==> src/rtl/shot_clock_ctrl.sv <==
// Shot clock controller: edge-detected Start/Pause/Load controls, 1 s prescaler,
// countdown with expiry buzzer and registered two-digit 7-segment outputs.
module shot_clock_ctrl #(
    parameter int unsigned DIV      = 12000000,
    parameter int unsigned BUZZ_SEC = 2,
    parameter int unsigned LONG     = 24,
    parameter int unsigned SHORT    = 14
) (
    input  logic       CLK,
    input  logic       Reset,
    input  logic       Start,
    input  logic       Pause,
    input  logic       Load24,
    input  logic       Load14,
    output logic [4:0] Time,
    output logic [8:0] Seg1,
    output logic [8:0] Seg2,
    output logic       Running,
    output logic       Buzzer
);

    localparam int unsigned BUZZ_CYC = BUZZ_SEC * DIV;
    localparam int unsigned PRESC_W  = (DIV > 1) ? $clog2(DIV) : 1;
    localparam int unsigned BCNT_W   = (BUZZ_CYC > 1) ? $clog2(BUZZ_CYC) : 1;

    localparam logic [PRESC_W-1:0] PRESC_MAX = PRESC_W'(DIV - 1);
    localparam logic [BCNT_W-1:0]  BCNT_MAX  = BCNT_W'(BUZZ_CYC - 1);
    localparam logic [4:0]         LONG_T    = 5'(LONG);
    localparam logic [4:0]         SHORT_T   = 5'(SHORT);

    typedef enum logic [1:0] {IDLE, RUN, PAUSED, EXPIRED} state_t;

    state_t               state_q, state_d;
    logic [4:0]           time_q, time_d;
    logic [PRESC_W-1:0]   presc_q, presc_d;
    logic [BCNT_W-1:0]    bcnt_q, bcnt_d;
    logic                 buzz_q, buzz_d;
    logic [8:0]           seg1_q, seg1_d;
    logic [8:0]           seg2_q, seg2_d;
    logic                 start_q, pause_q, l24_q, l14_q;

    logic raw_start, raw_pause, raw_l24, raw_l14;
    logic ev_start, ev_pause, ev_l24, ev_l14;
    logic tick;

    function automatic logic [8:0] seg_code(input logic [4:0] d);
        case (d)
            5'd0:    seg_code = 9'h03F;
            5'd1:    seg_code = 9'h006;
            5'd2:    seg_code = 9'h05B;
            5'd3:    seg_code = 9'h04F;
            5'd4:    seg_code = 9'h066;
            5'd5:    seg_code = 9'h06D;
            5'd6:    seg_code = 9'h07D;
            5'd7:    seg_code = 9'h007;
            5'd8:    seg_code = 9'h07F;
            5'd9:    seg_code = 9'h06F;
            default: seg_code = 9'h000;
        endcase
    endfunction

    assign raw_start = Start  & ~start_q;
    assign raw_pause = Pause  & ~pause_q;
    assign raw_l24   = Load24 & ~l24_q;
    assign raw_l14   = Load14 & ~l14_q;

    // Only the highest-priority event of a cycle survives.
    assign ev_l24   = raw_l24;
    assign ev_l14   = raw_l14 & ~raw_l24;
    assign ev_pause = raw_pause & ~raw_l24 & ~raw_l14;
    assign ev_start = raw_start & ~raw_pause & ~raw_l24 & ~raw_l14;

    assign tick = (state_q == RUN) && (presc_q == PRESC_MAX);

    always_comb begin
        state_d = state_q;
        time_d  = time_q;
        presc_d = presc_q;
        bcnt_d  = bcnt_q;
        buzz_d  = buzz_q;
        seg1_d  = seg_code(time_q / 5'd10);
        seg2_d  = seg_code(time_q % 5'd10);

        if (ev_l24 || ev_l14) begin
            time_d  = ev_l24 ? LONG_T : SHORT_T;
            presc_d = '0;
            bcnt_d  = '0;
            buzz_d  = 1'b0;
            if (state_q == EXPIRED) state_d = IDLE;
        end else begin
            case (state_q)
                IDLE: begin
                    presc_d = '0;
                    if (ev_start) state_d = RUN;
                end
                RUN: begin
                    // A pause swallows a coincident tick; the prescaler holds DIV-1.
                    if (ev_pause) begin
                        state_d = PAUSED;
                    end else if (tick) begin
                        presc_d = '0;
                        if (time_q > 5'd1) begin
                            time_d = time_q - 5'd1;
                        end else begin
                            time_d  = 5'd0;
                            state_d = EXPIRED;
                            buzz_d  = 1'b1;
                            bcnt_d  = '0;
                        end
                    end else begin
                        presc_d = presc_q + 1'b1;
                    end
                end
                PAUSED: begin
                    if (ev_start) state_d = RUN;
                end
                EXPIRED: begin
                    presc_d = '0;
                    if (buzz_q) begin
                        if (bcnt_q == BCNT_MAX) buzz_d = 1'b0;
                        else                    bcnt_d = bcnt_q + 1'b1;
                    end
                end
                default: state_d = IDLE;
            endcase
        end
    end

    always_ff @(posedge CLK) begin
        if (Reset) begin
            state_q <= IDLE;
            time_q  <= LONG_T;
            presc_q <= '0;
            bcnt_q  <= '0;
            buzz_q  <= 1'b0;
            seg1_q  <= seg_code(LONG_T / 5'd10);
            seg2_q  <= seg_code(LONG_T % 5'd10);
            start_q <= 1'b0;
            pause_q <= 1'b0;
            l24_q   <= 1'b0;
            l14_q   <= 1'b0;
        end else begin
            state_q <= state_d;
            time_q  <= time_d;
            presc_q <= presc_d;
            bcnt_q  <= bcnt_d;
            buzz_q  <= buzz_d;
            seg1_q  <= seg1_d;
            seg2_q  <= seg2_d;
            start_q <= Start;
            pause_q <= Pause;
            l24_q   <= Load24;
            l14_q   <= Load14;
        end
    end

    assign Time    = time_q;
    assign Seg1    = seg1_q;
    assign Seg2    = seg2_q;
    assign Running = (state_q == RUN);
    assign Buzzer  = buzz_q;

endmodule

==> config.mk <==
export PLATFORM = sky130hd
export DESIGN_NAME = shot_clock_ctrl
export DESIGN_NICKNAME = d
export VERILOG_FILES = /design/src/rtl/shot_clock_ctrl.sv
export SDC_FILE = /design/constraint.sdc
export NUM_CORES = 1
export LEC_CHECK = 0
export CELL_PAD_IN_SITES_DETAIL_PLACEMENT = 1
export CELL_PAD_IN_SITES_GLOBAL_PLACEMENT = 1
export CORE_AREA = 2 2 103 105
export DETAILED_ROUTE_END_ITERATION = 7
export DIE_AREA = 0 0 105 107
export PLACE_DENSITY = 0.83
export SLEW_MARGIN = 5
export SYNTH_ARGS = -nofsm -noshare
export SYNTH_HDL_FRONTEND = slang
export SYNTH_SLANG_ARGS = --single-unit
==> constraint.sdc <==
create_clock -name CLK -period 2.5 [get_ports CLK]
set_input_delay 0.5 -clock CLK [delete_from_list [all_inputs] [get_ports CLK]]
set_output_delay 0.5 -clock CLK [all_outputs]
set_load 0.05 [all_outputs]
==> flow_metrics.env, run 1 <==
export IMPL_synth_edf_count=0
export IMPL_min_path_cells=2
export IMPL_dieWidth_um=105
export IMPL_critPathKind="reg -> reg"
export IMPL_vias_per_cell=5.64
export IMPL_fmax_ghz=0.379
export IMPL_grt_antenna_before_repair=0
export IMPL_clock_root_buffer="clkbuf_8"
export IMPL_post_dp_hpwl_mm=8.14
export IMPL_skew_ps=15.2
export IMPL_finalPower_mw=2.89
export IMPL_cts_tree="built"
export IMPL_status="finished, violations left"
export IMPL_multi_input_area_sq_um=2440
export IMPL_grt_ovfl_total=0
export IMPL_wl_mm=11.9
export IMPL_clockBufferDepth=2
export IMPL_io_pins=31
export IMPL_layout_drive_gt1_share_pct=17.6
export IMPL_maxSlewViolCount=0
export IMPL_layout_setup_ws_ps=-136
export IMPL_start_util_pct=39.4
export IMPL_async_flop_share_pct=0
export IMPL_synth_seq_cells=73
export IMPL_die_area_sq_um=11200
export IMPL_grt_usage_pct=20.1
export IMPL_antenna_left=0
export IMPL_ys_top_cells_by_count="dfxtp_1, nor2_1, nand2_1"
export IMPL_insertion_delay_ps=370
export IMPL_violations="setup timing"
export IMPL_core_rowCount=37
export IMPL_yosys_top_cells_area="dfxtp_1, ha_1, nor2_1, a21oi_1, nand3_1"
export IMPL_total_leakage_power_nw=1.77
export IMPL_first_pass_iters=4
export IMPL_nets=562
export IMPL_clk_pin_slew_ps=80
export IMPL_synthDominantCellAreaShare_pct=36.8
export IMPL_drtIter0Drc=129
export IMPL_synth_flop_cell="dfxtp_1"
export IMPL_grt_pass1_wl_mm=18.4
export IMPL_fin_crit_ps=2640
export IMPL_netlist_area_sq_um=3970
export IMPL_hold_path_class="reg -> reg"
export IMPL_r2r_cells=12
export IMPL_avgSynthCellArea_sq_um=8.35
export IMPL_wire_per_inst_um=17.5
export IMPL_io_buffer_count=25
export IMPL_drc=0
export IMPL_syn_inst=476
export IMPL_ys_types=60
export IMPL_cts_sinks=73
export IMPL_diodes=0
export IMPL_crit_fanout=4
export IMPL_grt_max_degree=21
export IMPL_cp_start_kind="flip-flop"
export IMPL_vias=3816
export IMPL_hold_viol=0
export IMPL_die_height_um=107
export IMPL_worst_slew_pin_slew_ps=665
export IMPL_max_slew_margin_pct=55.2
export IMPL_p_per_area_nw_per_um2=584
export IMPL_gp_congestion=0.814
export IMPL_cts_max_level=3
export IMPL_peakVddDrop_mv=0.232
export IMPL_fill_cells=1227
export IMPL_core_area_sq_um=10100
export IMPL_synth_top_cell_by_area="dfxtp_1"
export IMPL_final_seq_area_sq_um=1470
export IMPL_finalCritPeriodShare_pct=105
export IMPL_timing_hold_ws_ps=507
export IMPL_yosysMostFrequentCell="dfxtp_1"
export IMPL_grt_pass1_vias=3915
export IMPL_maxCapViolCount=0
export IMPL_required_ps=2800
export IMPL_worst_setup_path_end_kind="flip-flop"
export IMPL_critPathArrivalTime_ps=2930
export IMPL_area_delta_synth_final_pct=24.4
export IMPL_cts_made_buffers=9
export IMPL_setup_viol_count_final=2
export IMPL_yosysSeqAreaShare_pct=36.8
export IMPL_yosysWarnings=0
-- routing by layer --
layer / vias up / wire length [um] / GRT usage [%]
li1: 1829 / - / -
met1: 1912 / 4870 / 22.1
met2: 54 / 6460 / 38.5
met3: 21 / 268 / 3.16
met4: 0 / 255 / 8.00
met5: - / 0 / 0
-- report_power, final --
part           switching (mW)  internal (mW)  leakage [nW]
sequential             0.0231           1.20         0.594
combinational           0.365          0.211          1.06
clock                   0.477          0.614         0.120
-- registers in the layout, summed over array words and instances (netlist names), 2 cells and up --
signal / flops
Seg1: 5
state_q: 2
bcnt_q: 25
Seg2: 7
presc_q: 24
Time: 5
-- final timing paths --
path	start	slack, ps	endpoint
max	Time[2]$_SDFFE_PP0P_	-140	Seg2[5]$_SDFF_PP1_
min	bcnt_q[24]$_SDFFE_PP0P_	510	bcnt_q[24]$_SDFFE_PP0P_
max reg2reg	Time[2]$_SDFFE_PP0P_	-140	Seg2[5]$_SDFF_PP1_
min reg2reg	bcnt_q[24]$_SDFFE_PP0P_	510	bcnt_q[24]$_SDFFE_PP0P_
-- kinds of logic after synthesis --
| kind of cell | count (synthesis) | synth area share, % |
|---|---|---|
| adder cells (fa/ha/maj) | 20 | 6.30 |
| buffers and inverters | 38 | 4.47 |
| AO/OA/AOI/OAI | 105 | 16.4 |
| flip-flops | 73 | 36.8 |
| XOR/XNOR | 22 | 4.85 |
| multiplexers | 5 | 1.26 |
| other | 2 | 0.189 |
| AND/OR/NAND/NOR | 211 | 29.7 |
-- repair_timing --
| action | in CTS | in global routing |
|---|---|---|
| setup endpoints to repair | 5 | 11 |
| hold buffers | 0 | 0 |
| pin swaps | 1 | 4 |
| setup buffers | 1 | 3 |
| resized for setup | 2 | 12 |
-- final cells by class --
type | count | share of cell area [%]
Clock buffer | 11 | 3.06
Multi-Input combinational cell | 368 | 49.4
Clock inverter | 5 | 1.54
Inverter | 17 | 1.29
Tap cell | 136 | 3.44
Timing Repair Buffer | 67 | 11.4
Sequential cell | 73 | 29.8
-- placed cells by master (no fill, tap or decap), types with 4 or more instances in the layout --
cell type | netlist | layout
a31oi_1 | 5 | 5
clkdlybuf4s50_1 | 0 | 24
o21ai_1 | 5 | 9
nand4_1 | 9 | 9
xnor2_1 | 9 | 8
o21ai_0 | 30 | 25
o31ai_1 | 5 | 5
and3_1 | 14 | 14
ha_1 | 20 | 18
nor4_1 | 6 | 5
nor3_1 | 9 | 8
or3_1 | 18 | 18
o211ai_1 | 4 | 4
and4_1 | 6 | 6
nand3_1 | 30 | 30
dfxtp_1 | 73 | 68
conb_1 | 2 | 5
clkbuf_8 | 0 | 11
nand2b_1 | 6 | 6
a21oi_1 | 31 | 29
mux2i_1 | 5 | 5
xor2_1 | 13 | 13
nand2_1 | 32 | 32
nor2_1 | 48 | 46
nor2b_1 | 6 | 5
inv_1 | 17 | 15
or4_1 | 6 | 6
buf_4 | 8 | 42
-- worst max-delay path, stage by stage, from the launching register on --
cell and delay, ps:
dfxtp_4 390, nor2b_4 220, a21oi_2 90, ha_4 200
o311ai_4 280, o221ai_2 190, xnor2_2 200, buf_4 150
buf_4 130, ha_1 170, mux2i_1 220, o21ai_1 150
o21ai_1 170
-- through the flow --
stage / utilization (%) / setup TNS, ps / cells / worst slack (ps) / instance area [sq um]
detailed placement: 45.9 / -4360 / 657 / -253 / 4630
global placement: 45.9 / -2730 / 657 / -164 / 4630
floorplan: - / -21.8 / 479 / -21.8 / 4050
finish: 49.0 / -200 / 677 / -136 / 4940
global route: 49.0 / -451 / 677 / -169 / 4940
CTS: 48.2 / 0 / 674 / 1.16 / 4860
(Power assumes the default switching activity.)
==> run 2: changes to the inputs <==
--- a/config.mk
+++ b/config.mk
@@ -7,10 +7,11 @@
 export LEC_CHECK = 0
 export CELL_PAD_IN_SITES_DETAIL_PLACEMENT = 1
 export CELL_PAD_IN_SITES_GLOBAL_PLACEMENT = 1
-export CORE_AREA = 2 2 103 105
+export CORE_AREA = 2 2 94 96
 export DETAILED_ROUTE_END_ITERATION = 7
-export DIE_AREA = 0 0 105 107
-export PLACE_DENSITY = 0.83
+export DIE_AREA = 0 0 96 98
+export PLACE_DENSITY = 0.93
+export SETUP_SLACK_MARGIN = 0.1
 export SLEW_MARGIN = 5
 export SYNTH_ARGS = -nofsm -noshare
 export SYNTH_HDL_FRONTEND = slang
==> constraint.sdc (replaced) <==
create_clock -name CLK -period 3.1 [get_ports CLK]
set_input_delay 0.62 -clock CLK [delete_from_list [all_inputs] [get_ports CLK]]
set_output_delay 0.62 -clock CLK [all_outputs]
set_load 0.05 [all_outputs]
==> run 2 against run 1 <==
The flow now finishes without violations. Critical path depth grew 1. Clock power shrank 31%. Combinational power shrank 27%. Register-to-register slack gained 420 ps. Hold slack gained 1.3 ps. Non-clock buffer count shrank 25. Maximum frequency shrank 6.4%. Via count shrank 0.81%. Largest power group unchanged.
==> flow_metrics.env, run 2 (same netlist as run 1, synthesis figures left out) <==
export IMPL_max_slew_margin_pct=46.6
export IMPL_worst_r2r_endpoint="Seg2[4]$_SDFF_PP0_"
export IMPL_design_area_sq_um=4600
export IMPL_hold_path_class="reg -> reg"
export IMPL_cts_sinks=73
export IMPL_crit_fanout=11
export IMPL_first_pass_iters=4
export IMPL_min_path_cells=2
export IMPL_vias_per_cell=6.07
export IMPL_skew_ps=9.28
export IMPL_drtIter0Drc=176
export IMPL_grt_max_degree=25
export IMPL_r2r_start="Time[4]$_SDFFE_PP1P_"
export IMPL_worst_setup_path_end_kind="flip-flop"
export IMPL_status="finished, final reports clean"
export IMPL_grt_pass1_vias=4072
export IMPL_fmax_ghz=0.355
export IMPL_io_pins=31
export IMPL_clockBufferDepth=2
export IMPL_critPathArrivalTime_ps=3060
export IMPL_cts_tree="built"
export IMPL_critPathKind="reg -> reg"
export IMPL_regMostFlops="bcnt_q"
export IMPL_dieWidth_um=96
export IMPL_largest_reg_flops=25
export IMPL_min_delay_worst_endpoint="bcnt_q[6]$_SDFFE_PP0P_"
export IMPL_place_ws_ps=72.2
export IMPL_wire_per_inst_um=18.7
export IMPL_place_area_sq_um=4390
export IMPL_nets=537
export IMPL_layout_setup_ws_ps=285
export IMPL_cp_start_kind="flip-flop"
export IMPL_rsz0062_at_grt="no"
export IMPL_final_seq_area_sq_um=1470
export IMPL_total_leakage_power_nw=1.62
export IMPL_hold_start="bcnt_q[6]$_SDFFE_PP0P_"
export IMPL_hold_viol=0
export IMPL_grt_usage_pct=26.3
export IMPL_insertion_delay_ps=350
export IMPL_r2r_slack_ps=280
export IMPL_clk_pin_slew_ps=80
export IMPL_io_buffer_count=25
export IMPL_layout_drive_gt1_share_pct=9.88
export IMPL_antenna_left=0
export IMPL_die_area_sq_um=9410
export IMPL_p_per_area_nw_per_um2=468
export IMPL_maxSlewViolCount=0
export IMPL_clock_root_buffer="clkbuf_8"
export IMPL_grt_ovfl_total=0
export IMPL_mostFrequentLayoutCells="dfxtp_1, nor2_1, nand2_1"
export IMPL_fill_cells=1009
export IMPL_peakVddDrop_mv=0.194
export IMPL_core_area_sq_um=8470
export IMPL_diodes=0
export IMPL_drc=0
export IMPL_area_delta_synth_final_pct=15.6
export IMPL_worst_slew_pin_slew_ps=800
export IMPL_required_ps=3350
export IMPL_post_dp_hpwl_mm=7.97
export IMPL_die_height_um=98
export IMPL_fin_crit_ps=2820
export IMPL_cts_made_buffers=9
export IMPL_grt_pass1_wl_mm=19.6
export IMPL_cts_max_level=3
export IMPL_gp_congestion=0.862
export IMPL_ctsHoldBuffers=0
export IMPL_start_util_pct=46.9
export IMPL_r2r_cells=13
export IMPL_wl_mm=11.7
export IMPL_finalCritPeriodShare_pct=90.8
export IMPL_setup_viol_count_final=0
export IMPL_core_rowCount=34
export IMPL_vias=3785
export IMPL_grt_antenna_before_repair=0
export IMPL_maxCapViolCount=0
export IMPL_final_common_cell="dfxtp_1"
export IMPL_multi_input_area_sq_um=2360
export IMPL_setup_tns_ps=0
==> run 2: what timing repair did <==
| action | in CTS | in global routing |
|---|---|---|
| resized for setup | 1 | 4 |
| pin swaps | 1 | 0 |
| setup buffers | 1 | 0 |
| cloned | 0 | 0 |
| setup endpoints to repair | 5 | 7 |
==> run 2: per-layer routing <==
metal / global-route usage (%) / up-vias / share of wire (%)
met5: 0 / - / 0
met4: 14.1 / 0 / 3.4
met3: 5.02 / 35 / 3.7
met2: 45.8 / 110 / 51
met1: 29.6 / 1862 / 41
li1: - / 1778 / -
==> run 2: power breakdown <==
group          internal, mW  leakage (nW)  switching (mW)  total (mW)
logic                 0.145         0.929           0.273       0.418
registers             0.965         0.593          0.0181       0.983
clock network         0.393        0.0974           0.358       0.751
total                  1.50          1.62           0.649        2.15
==> run 2: cell type report <==
| type | count | area share, % |
|---|---|---|
| Clock inverter | 3 | 0.871 |
| Multi-Input combinational cell | 368 | 51.4 |
| Inverter | 17 | 1.39 |
| Timing Repair Buffer | 42 | 8.22 |
| Sequential cell | 73 | 31.9 |
| Tap cell | 108 | 2.94 |
| Clock buffer | 13 | 3.24 |
==> run 2: critical path: stages (launching register included) <==
cell      delay, ps
dfxtp_4         430
inv_1           140
nor2_2          180
a21oi_1         140
ha_1            260
o311ai_1        320
o221ai_2        210
xnor2_2         230
inv_1           130
ha_1            210
inv_1            80
mux2i_1         100
a21oi_1         190
nor2_1           70
==> run 2: through the flow <==
step	util, %	hold WS (ps)	power, mW	cells
after detailed placement	51.8	484	1.40	607
after CTS	54.2	513	2.15	624
after global placement	51.8	470	1.38	607
after floorplan	-	454	1.28	479
final	54.3	508	2.15	624
after global routing	54.3	544	2.24	624
==> run 2: worst max path at each step <==
stage	from	end	slack (ps)	depth (start not counted)
2_1_floorplan	Time[4]$_SDFFE_PP1P_	Seg2[5]$_SDFF_PP1_	200	14
3_3_place_gp	Load24	bcnt_q[6]$_SDFFE_PP0P_	210	7
3_5_place_dp	Time[4]$_SDFFE_PP1P_	Seg2[5]$_SDFF_PP1_	70	13
4_1_cts	Time[4]$_SDFFE_PP1P_	Seg2[3]$_SDFF_PP0_	120	12
5_1_grt	Time[4]$_SDFFE_PP1P_	Seg2[3]$_SDFF_PP0_	140	12
6_report	Time[4]$_SDFFE_PP1P_	Seg2[4]$_SDFF_PP0_	280	13
==> run 3: changes to the inputs <==
--- a/config.mk
+++ b/config.mk
@@ -7,9 +7,9 @@
 export LEC_CHECK = 0
 export CELL_PAD_IN_SITES_DETAIL_PLACEMENT = 1
 export CELL_PAD_IN_SITES_GLOBAL_PLACEMENT = 1
-export CORE_AREA = 2 2 94 96
+export CORE_AREA = 4 4 96 98
 export DETAILED_ROUTE_END_ITERATION = 7
-export DIE_AREA = 0 0 96 98
+export DIE_AREA = 0 0 100 102
 export PLACE_DENSITY = 0.93
 export SETUP_SLACK_MARGIN = 0.1
 export SLEW_MARGIN = 5
==> run 3 against run 2 <==
Final area rose by 0.57%. Sequential power barely moved. Die area rose by 8.4%. Highest routed layer unchanged.
==> flow_metrics.env, run 3 (same netlist as run 1, synthesis figures left out) <==
export IMPL_status="finished, final reports clean"
export IMPL_ctsHoldBuffers=0
export IMPL_hold_path_class="reg -> reg"
export IMPL_regMostFlops="bcnt_q"
export IMPL_grt_usage_pct=23.8
export IMPL_layout_drive_gt1_share_pct=10.5
export IMPL_crit_fanout=11
export IMPL_start_util_pct=46.9
export IMPL_vias=3763
export IMPL_drc=0
export IMPL_clock_root_buffer="clkbuf_8"
export IMPL_switching_share_pct=30.6
export IMPL_antenna_left=0
export IMPL_final_seq_area_sq_um=1470
export IMPL_largest_reg_flops=25
export IMPL_io_pins=31
export IMPL_die_height_um=102
export IMPL_p_comb_share_pct=18.7
export IMPL_design_area_sq_um=4620
export IMPL_diodes=0
export IMPL_final_common_cell="dfxtp_1"
export IMPL_area_delta_synth_final_pct=16.3
export IMPL_worst_setup_path_end_kind="flip-flop"
export IMPL_cts_max_level=3
export IMPL_gp_congestion=0.850
export IMPL_cts_sinks=73
export IMPL_cp_start_kind="flip-flop"
export IMPL_mostFrequentLayoutCells="dfxtp_1, nor2_1, nand2_1"
export IMPL_cts_tree="built"
export IMPL_multi_input_area_sq_um=2370
export IMPL_dieWidth_um=100
export IMPL_hold_viol=0
export IMPL_worst_slew_pin_slew_ps=788
export IMPL_fmax_ghz=0.355
export IMPL_maxSlewViolCount=0
export IMPL_critPathKind="reg -> reg"
export IMPL_wl_mm=11.8
export IMPL_cts_made_buffers=9
export IMPL_post_dp_hpwl_mm=7.92
export IMPL_p_per_area_nw_per_um2=487
export IMPL_final_cells=623
export IMPL_grt_ovfl_total=0
export IMPL_required_ps=3330
export IMPL_nets=536
export IMPL_critPathArrivalTime_ps=3050
export IMPL_total_leakage_power_nw=1.63
export IMPL_setup_tns_ps=0
export IMPL_io_buffer_count=25
export IMPL_peakVddDrop_mv=0.200
export IMPL_vias_per_cell=6.04
export IMPL_setup_viol_count_final=0
export IMPL_min_path_cells=2
export IMPL_grt_pass1_vias=3906
export IMPL_max_slew_margin_pct=47.5
export IMPL_seq_power_share_pct=43.7
export IMPL_power_share_clock_pct=37.6
export IMPL_grt_max_degree=25
export IMPL_insertion_delay_ps=360
export IMPL_grt_antenna_before_repair=0
export IMPL_fin_crit_ps=2810
export IMPL_grt_pass1_wl_mm=19.6
export IMPL_core_area_sq_um=8470
export IMPL_drtIter0Drc=198
export IMPL_finalCritPeriodShare_pct=90.8
export IMPL_die_area_sq_um=10200
export IMPL_wire_per_inst_um=19.0
export IMPL_maxCapViolCount=0
export IMPL_place_area_sq_um=4380
export IMPL_core_rowCount=34
export IMPL_r2r_slack_ps=290
export IMPL_clockBufferDepth=2
export IMPL_internal_power_mw=1.56
export IMPL_power_switching_mw=0.688
export IMPL_placed_cells=606
export IMPL_first_pass_iters=5
export IMPL_rsz0062_at_grt="no"
export IMPL_fill_cells=1014
export IMPL_clk_pin_slew_ps=90
export IMPL_final_core_util_pct=54.6
export IMPL_skew_ps=15.4
export IMPL_r2r_cells=13
run 3: cell count changes in the layout (fill, tap and decap cells not counted), sizes merged:
cell      delta
buf          -1
clkbuf       -4
bufinv       +1
clkinvlp     +1
clkinv       +2
run 3: worst max-delay path, cell delays in order, from the launching register on:
cell and delay (ps):
dfxtp_4 430, inv_1 130, nor2_2 160, a21oi_1 120
ha_1 260, o311ai_1 330, o221ai_2 200, xnor2_2 270
inv_1 150, ha_1 210, inv_1 80, mux2i_1 70
o21ai_0 170, o21ai_0 100
run 3: path summary, 6_finish.rpt:
check / start / to
max: Time[4]$_SDFFE_PP1P_ / Seg2[5]$_SDFF_PP1_
max reg2reg: Time[4]$_SDFFE_PP1P_ / Seg2[5]$_SDFF_PP1_
min reg2reg: bcnt_q[24]$_SDFFE_PP0P_ / bcnt_q[24]$_SDFFE_PP0P_
min: bcnt_q[24]$_SDFFE_PP0P_ / bcnt_q[24]$_SDFFE_PP0P_
run 3: through the flow:
step           worst slack (ps)  total power, mW  hold WS, ps
2_1_floorplan               195             1.28          454
3_3_place_gp                118             1.38          470
3_5_place_dp               38.0             1.41          489
4_1_cts                     162             2.25          502
5_1_grt                     137             2.33          519
6_report                    286             2.25          504
run 3: final cells by class:
type / count / area share [%]
Sequential cell: 73 / 31.8
Tap cell: 108 / 2.92
Clock buffer: 9 / 2.68
Timing Repair Buffer: 41 / 8.01
Clock inverter: 7 / 2.06
Multi-Input combinational cell: 368 / 51.2
Inverter: 17 / 1.38
run 3: power by group through the flow:
| stage | clock (mW) | combinational, mW | sequential (mW) |
|---|---|---|---|
| after floorplan | 0 | 0.201 | 1.07 |
| after global placement | 0 | 0.380 | 1.00 |
| after detailed placement | 0 | 0.401 | 1.01 |
| after CTS | 0.857 | 0.414 | 0.983 |
| after global routing | 0.897 | 0.449 | 0.987 |
| final | 0.846 | 0.420 | 0.984 |
run 3: routing by layer:
layer	share of wire [%]	track usage, %	vias to the layer above	wire, um
met3	4.5	5.05	17	528
met5	0	0	-	0
li1	-	-	1778	-
met1	42	27.9	1868	4970
met4	1.7	7.56	0	196
met2	52	43.6	100	6130
run 3: repair_timing:
action                                  CTS  global route
buffers inserted                          1             0
pin swaps                                 1             1
endpoints found under the setup margin    6             6
gates resized for setup                   3             3
endpoints found under the hold margin     0             0
gates cloned                              0             0
